===== config.mk =====
export PLATFORM = sky130hd
export DESIGN_NAME = delay_sequencer
export DESIGN_NICKNAME = d
export VERILOG_FILES = /design/src/rtl/delay_seq_pkg.sv /design/src/rtl/delay_seq_table.sv /design/src/rtl/delay_sequencer.sv
export SDC_FILE = /design/constraint.sdc
export NUM_CORES = 1
export LEC_CHECK = 0
export CAP_MARGIN = 20
export CELL_PAD_IN_SITES_DETAIL_PLACEMENT = 0
export CELL_PAD_IN_SITES_GLOBAL_PLACEMENT = 1
export CORE_ASPECT_RATIO = 0.8
export CORE_MARGIN = 3
export CORE_UTILIZATION = 44
export DETAILED_ROUTE_END_ITERATION = 10
export GPL_ROUTABILITY_DRIVEN = 0
export PLACE_DENSITY = 0.81
export RECOVER_POWER = 25
export SYNTH_ARGS = -nofsm -noshare
export SYNTH_HDL_FRONTEND = slang
export SYNTH_HIERARCHICAL = 1
export SYNTH_SLANG_ARGS = --single-unit

===== constraint.sdc =====
create_clock -name clk -period 2.5 [get_ports clk]
set_input_delay 0.375 -clock clk [delete_from_list [all_inputs] [get_ports clk]]
set_output_delay 0.375 -clock clk [all_outputs]
set_load 0.005 [all_outputs]

===== src/rtl/delay_seq_pkg.sv =====
// Shared types and defaults for the delay step sequencer.
// Table entries pair a counter modulus with a repeat count.
package delay_seq_pkg;

  localparam int WIDTH_DEF = 4;
  localparam int DEPTH_DEF = 4;
  localparam int REP_W_DEF = 4;

  typedef enum logic [1:0] {
    IDLE,
    LOAD,
    RUN,
    DONE
  } state_e;

  typedef struct packed {
    logic [WIDTH_DEF-1:0] module_v;
    logic [REP_W_DEF-1:0] reps;
  } entry_t;

endpackage


===== src/rtl/delay_seq_table.sv =====
// Step table: DEPTH entries of {module, reps}.
// Synchronous write, combinational read, cleared on reset.
module delay_seq_table #(
  parameter int WIDTH = 4,
  parameter int REP_W = 4,
  parameter int DEPTH = 4,
  parameter int AW    = 2
) (
  input  logic             clk,
  input  logic             rst_i,
  input  logic             wr_en_i,
  input  logic [AW-1:0]    wr_addr_i,
  input  logic [WIDTH-1:0] wr_module_i,
  input  logic [REP_W-1:0] wr_reps_i,
  input  logic [AW-1:0]    rd_addr_i,
  output logic [WIDTH-1:0] rd_module_o,
  output logic [REP_W-1:0] rd_reps_o
);

  logic [WIDTH-1:0] mod_q  [DEPTH];
  logic [REP_W-1:0] reps_q [DEPTH];

  always_ff @(posedge clk) begin
    if (rst_i) begin
      for (int i = 0; i < DEPTH; i++) begin
        mod_q[i]  <= '0;
        reps_q[i] <= '0;
      end
    end else if (wr_en_i) begin
      mod_q[wr_addr_i]  <= wr_module_i;
      reps_q[wr_addr_i] <= wr_reps_i;
    end
  end

  assign rd_module_o = mod_q[rd_addr_i];
  assign rd_reps_o   = reps_q[rd_addr_i];

endmodule


===== src/rtl/delay_sequencer.sv =====
// Walks the step table, reprogramming and enabling the attached
// delay counter, and counts its terminal pulses per step.
module delay_sequencer
  import delay_seq_pkg::*;
#(
  parameter int WIDTH = WIDTH_DEF,
  parameter int DEPTH = DEPTH_DEF,
  parameter int REP_W = REP_W_DEF,
  parameter int AW    = $clog2(DEPTH)
) (
  input  logic             clk,
  input  logic             i_rst,
  input  logic             i_wr_en,
  input  logic [AW-1:0]    i_wr_addr,
  input  logic [WIDTH-1:0] i_wr_module,
  input  logic [REP_W-1:0] i_wr_reps,
  input  logic [AW-1:0]    i_last,
  input  logic             i_start,
  input  logic             i_abort,
  input  logic             i_cnt,
  output logic [WIDTH-1:0] o_module,
  output logic             o_set_module_enbl,
  output logic             o_count_enbl,
  output logic             o_busy,
  output logic             o_step,
  output logic [AW-1:0]    o_step_idx,
  output logic             o_done
);

  state_e           state_q, state_d;
  logic [AW-1:0]    idx_q, idx_d;
  logic [AW-1:0]    last_q, last_d;
  logic [AW-1:0]    sidx_q, sidx_d;
  logic [REP_W-1:0] rep_q, rep_d;
  logic             step_q, step_d;
  logic [WIDTH-1:0] rd_module;
  logic [REP_W-1:0] rd_reps;
  logic             wr_ok;

  // The table is frozen while a sequence runs.
  assign wr_ok = i_wr_en && (state_q == IDLE);

  delay_seq_table #(
    .WIDTH (WIDTH),
    .REP_W (REP_W),
    .DEPTH (DEPTH),
    .AW    (AW)
  ) u_table (
    .clk         (clk),
    .rst_i       (i_rst),
    .wr_en_i     (wr_ok),
    .wr_addr_i   (i_wr_addr),
    .wr_module_i (i_wr_module),
    .wr_reps_i   (i_wr_reps),
    .rd_addr_i   (idx_q),
    .rd_module_o (rd_module),
    .rd_reps_o   (rd_reps)
  );

  always_comb begin
    state_d = state_q;
    idx_d   = idx_q;
    last_d  = last_q;
    rep_d   = rep_q;
    sidx_d  = sidx_q;
    step_d  = 1'b0;
    if (i_abort) begin
      state_d = IDLE;
    end else begin
      unique case (state_q)
        IDLE: begin
          if (i_start) begin
            last_d  = i_last;
            idx_d   = '0;
            rep_d   = '0;
            state_d = LOAD;
          end
        end
        LOAD: begin
          if (rd_module == '0) begin
            if (idx_q == last_q) state_d = DONE;
            else idx_d = idx_q + 1'b1;
          end else begin
            rep_d   = '0;
            state_d = RUN;
          end
        end
        RUN: begin
          if (i_cnt) begin
            if (rep_q == rd_reps) begin
              step_d = 1'b1;
              sidx_d = idx_q;
              if (idx_q == last_q) begin
                state_d = DONE;
              end else begin
                idx_d   = idx_q + 1'b1;
                state_d = LOAD;
              end
            end else begin
              rep_d = rep_q + 1'b1;
            end
          end
        end
        DONE: state_d = IDLE;
        default: state_d = IDLE;
      endcase
    end
  end

  always_ff @(posedge clk) begin
    if (i_rst) begin
      state_q <= IDLE;
      idx_q   <= '0;
      last_q  <= '0;
      rep_q   <= '0;
      sidx_q  <= '0;
      step_q  <= 1'b0;
    end else begin
      state_q <= state_d;
      idx_q   <= idx_d;
      last_q  <= last_d;
      rep_q   <= rep_d;
      sidx_q  <= sidx_d;
      step_q  <= step_d;
    end
  end

  assign o_busy            = (state_q != IDLE);
  assign o_set_module_enbl = (state_q == LOAD) && (rd_module != '0);
  assign o_count_enbl      = (state_q == RUN);
  assign o_done            = (state_q == DONE);
  assign o_step            = step_q;
  assign o_module          = ((state_q == LOAD) || (state_q == RUN))
                             ? rd_module : '0;
  assign o_step_idx        = step_q ? sidx_q : (o_busy ? idx_q : '0);

endmodule

==> results.json <==
{
  "syn_inst": 209,
  "crit_slowest_cell": "mux4_2",
  "synthDistinctLibCells": 56,
  "hp-class": "register to register",
  "cp_max_fo": 5,
  "via_count": 1740,
  "r2r_cells": 6,
  "layout_min_cycle_time_ps": 2340,
  "tns_ps": 0,
  "syn_to_final_growth_pct": 23.6,
  "start_util_pct": 47.1,
  "ir_worst_vdd_mv": 0.233,
  "ant_nets": 0,
  "yosys.area.top_type": "edfxtp_1",
  "grt_overflow": 0,
  "hpwl_mm": 3.82,
  "design_power_total_uw": 1580,
  "max_stage_delay_ps": 550,
  "holdPathEnd": "sidx_q[1]",
  "drc_errors": 0,
  "io_buffers": 28,
  "die_x_um": 89.5,
  "n_fill_cell": 443,
  "slew_headroom_pct": 62.8,
  "whs_ps": 487,
  "min_from": "sidx_q[1]",
  "min_path_cells": 2,
  "viasPerCell": 5.35,
  "finalCritPeriodShare_pct": 93.7,
  "final_max_slew_viol_count": 0,
  "fp-row-count": 23,
  "drive_above_1_share_pct": 17.6,
  "final_nets": 272,
  "clk_pin_slew_ps": 90,
  "crit_chain": "mux4_2, nor4_4, buf_4, o2111ai_2, or3b_1, o221a_1",
  "async_reset_ff_share_pct": 0,
  "synth-edff-count": 32,
  "endpoint_kind": "register",
  "core_area_sq_mm": 0.00521,
  "cts_sinks": 45,
  "grt_usage_pct": 17.6,
  "design.portCount": 29,
  "h-tree-depth": 2,
  "drt-initial-drc-count": 99,
  "root_buffer": "clkbuf_8",
  "crit_required_ps": 2690,
  "reg2reg_slack_ps": 160,
  "finalSetupViolCount": 0,
  "synth.area.top_cells": "edfxtp_1 (39%), dfxtp_1 (11%), and2_1 (9.4%)",
  "yosysWarningCount": 6,
  "crit_type": "register to register",
  "maxCapViolations": 0,
  "arrival_ps": 2540,
  "synth_common_cells": "and2_1 (37), edfxtp_1 (32), nand2_1 (16), dfxtp_1 (13), nor2_1 (9)",
  "cp.buffers_inverters": 1,
  "cts_tree": "built",
  "fmaxAchievable_mhz": 427,
  "yosys.area.top_type_share_pct": 39.1,
  "die_height_um": 72.8,
  "cpLargestDelayFamily": "simple AND/OR/NAND/NOR gates",
  "synthFlopType": "edfxtp_1",
  "r2r-start": "idx_q[0]",
  "grt_max_degree": 15,
  "insertion_delay_ps": 290,
  "diodes": 0,
  "yosysMostFrequentCell": "and2_1",
  "clockBufferDepth": 2,
  "antenna_found_initial": 0,
  "rsz0062_at_grt": "false",
  "leakagePower_uw": 0.00111,
  "ys_seq_area_share_pct": 49.7,
  "skew_ps": 2.88,
  "hold_viol_final": 0,
  "rr_endpoint": "idx_q[1]",
  "grt_pass1_wl_mm": 8.58,
  "hold_buffers": 0,
  "place_area_sq_mm": 0.00287,
  "routed_wl_mm": 5.29,
  "synth_seq_cells": 45,
  "powerDensity_mw_per_mm2": 522,
  "status": "complete, no violations",
  "synth_area_sq_mm": 0.00245,
  "worstMarginPinSlew_ps": 558,
  "syn_area_per_cell_sq_um": 11.7,
  "grt_pass1_vias": 1680,
  "dieArea_sq_mm": 0.00652,
  "startpoint_type": "register",
  "synth_nets": 232,
  "dr.pass1.iters": 4,
  "fin_area_sq_mm": 0.00303,
  "numCtsBuffers": 5,
  "wl_per_cell_um": 16.3
}
## worst max-delay path by stage
stage                         from       end  cells past startpoint
after floorplan           idx_q[0]  idx_q[1]                      6
after global placement    idx_q[0]  idx_q[0]                      6
after detailed placement  idx_q[0]  idx_q[0]                      6
after CTS                 idx_q[0]  idx_q[0]                      7
after global routing      idx_q[0]  rep_q[1]                      8
final                     idx_q[0]  idx_q[1]                      6
## state kept, by name (all words and copies together) (netlist names)
name            cells
u_table/reps_q     16
last_q              2
u_table/mod_q      16
o_step              1
sidx_q              2
state_q             2
idx_q               2
rep_q               4
## worst min-delay path: stages, from the launching register on
cell	delay [ps]
dfxtp_1	320
o21ai_1	70
a21oi_1	60
## cell type report
cell class,count,area [sq um],area share [%]
sequential,45,1230,40.6
multi-input combinational,150,1200,39.5
timing repair buffer,39,370,12.2
tap,75,93.8,3.09
clock buffer,5,68.8,2.27
clock inverter,3,41.3,1.36
inverter,8,30.0,0.990
## logic make-up (layout without fill, tap and decap cells)
group | Yosys count | in the layout | synth area share, %
adder cells (fa/ha/maj) | 5 | 5 | 2.55
buffers and inverters | 14 | 55 | 2.65
AO/OA/AOI/OAI | 33 | 33 | 10.2
XOR/XNOR | 6 | 6 | 2.45
multiplexers | 10 | 10 | 8.15
AND/OR/NAND/NOR | 96 | 96 | 24.2
flip-flops | 45 | 45 | 49.7
## per-layer routing
layer / vias to the layer above / part of all wire [%] / track usage [%]
met5: - / 0 / 0
met4: 0 / 0.91 / 3.97
met3: 4 / 4.6 / 4.06
met2: 30 / 47 / 27.1
met1: 850 / 48 / 25.6
li1: 856 / - / -
## repair_timing
item | in CTS | in global routing
resized for setup | 5 | 6
endpoints found under the setup margin | 2 | 4
pin swaps | 1 | 0
gates cloned | 0 | 0
buffers inserted | 2 | 0
## power breakdown
part	internal, uW	switching (uW)	total (uW)	leakage [uW]
combinational	89.6	98.1	188	0.000615
sequential	832	13.2	845	0.000442
clock	294	256	551	0.0000518
## layout by cell type (no fill, tap or decap), drive strengths merged, types with 6 or more instances in the layout
| cell | Yosys | layout |
|---|---|---|
| and2 | 38 | 38 |
| buf | 4 | 10 |
| clkbuf | 2 | 6 |
| clkdlybuf4s50 | 0 | 26 |
| dfxtp | 13 | 13 |
| edfxtp | 32 | 32 |
| inv | 8 | 8 |
| mux4 | 8 | 8 |
| nand2 | 16 | 16 |
| nand3 | 7 | 7 |
| nor2 | 10 | 10 |
| o21ai | 7 | 7 |
## stage by stage
step,instances,setup WS (ps),util (%)
CTS,325,55.1,57.7
detailed placement,315,13.7,55.2
global placement,315,49.5,55.2
floorplan,209,284,-
finish,325,157,58.3
global route,325,58.7,58.3
Power figures use the tool's default switching activity.
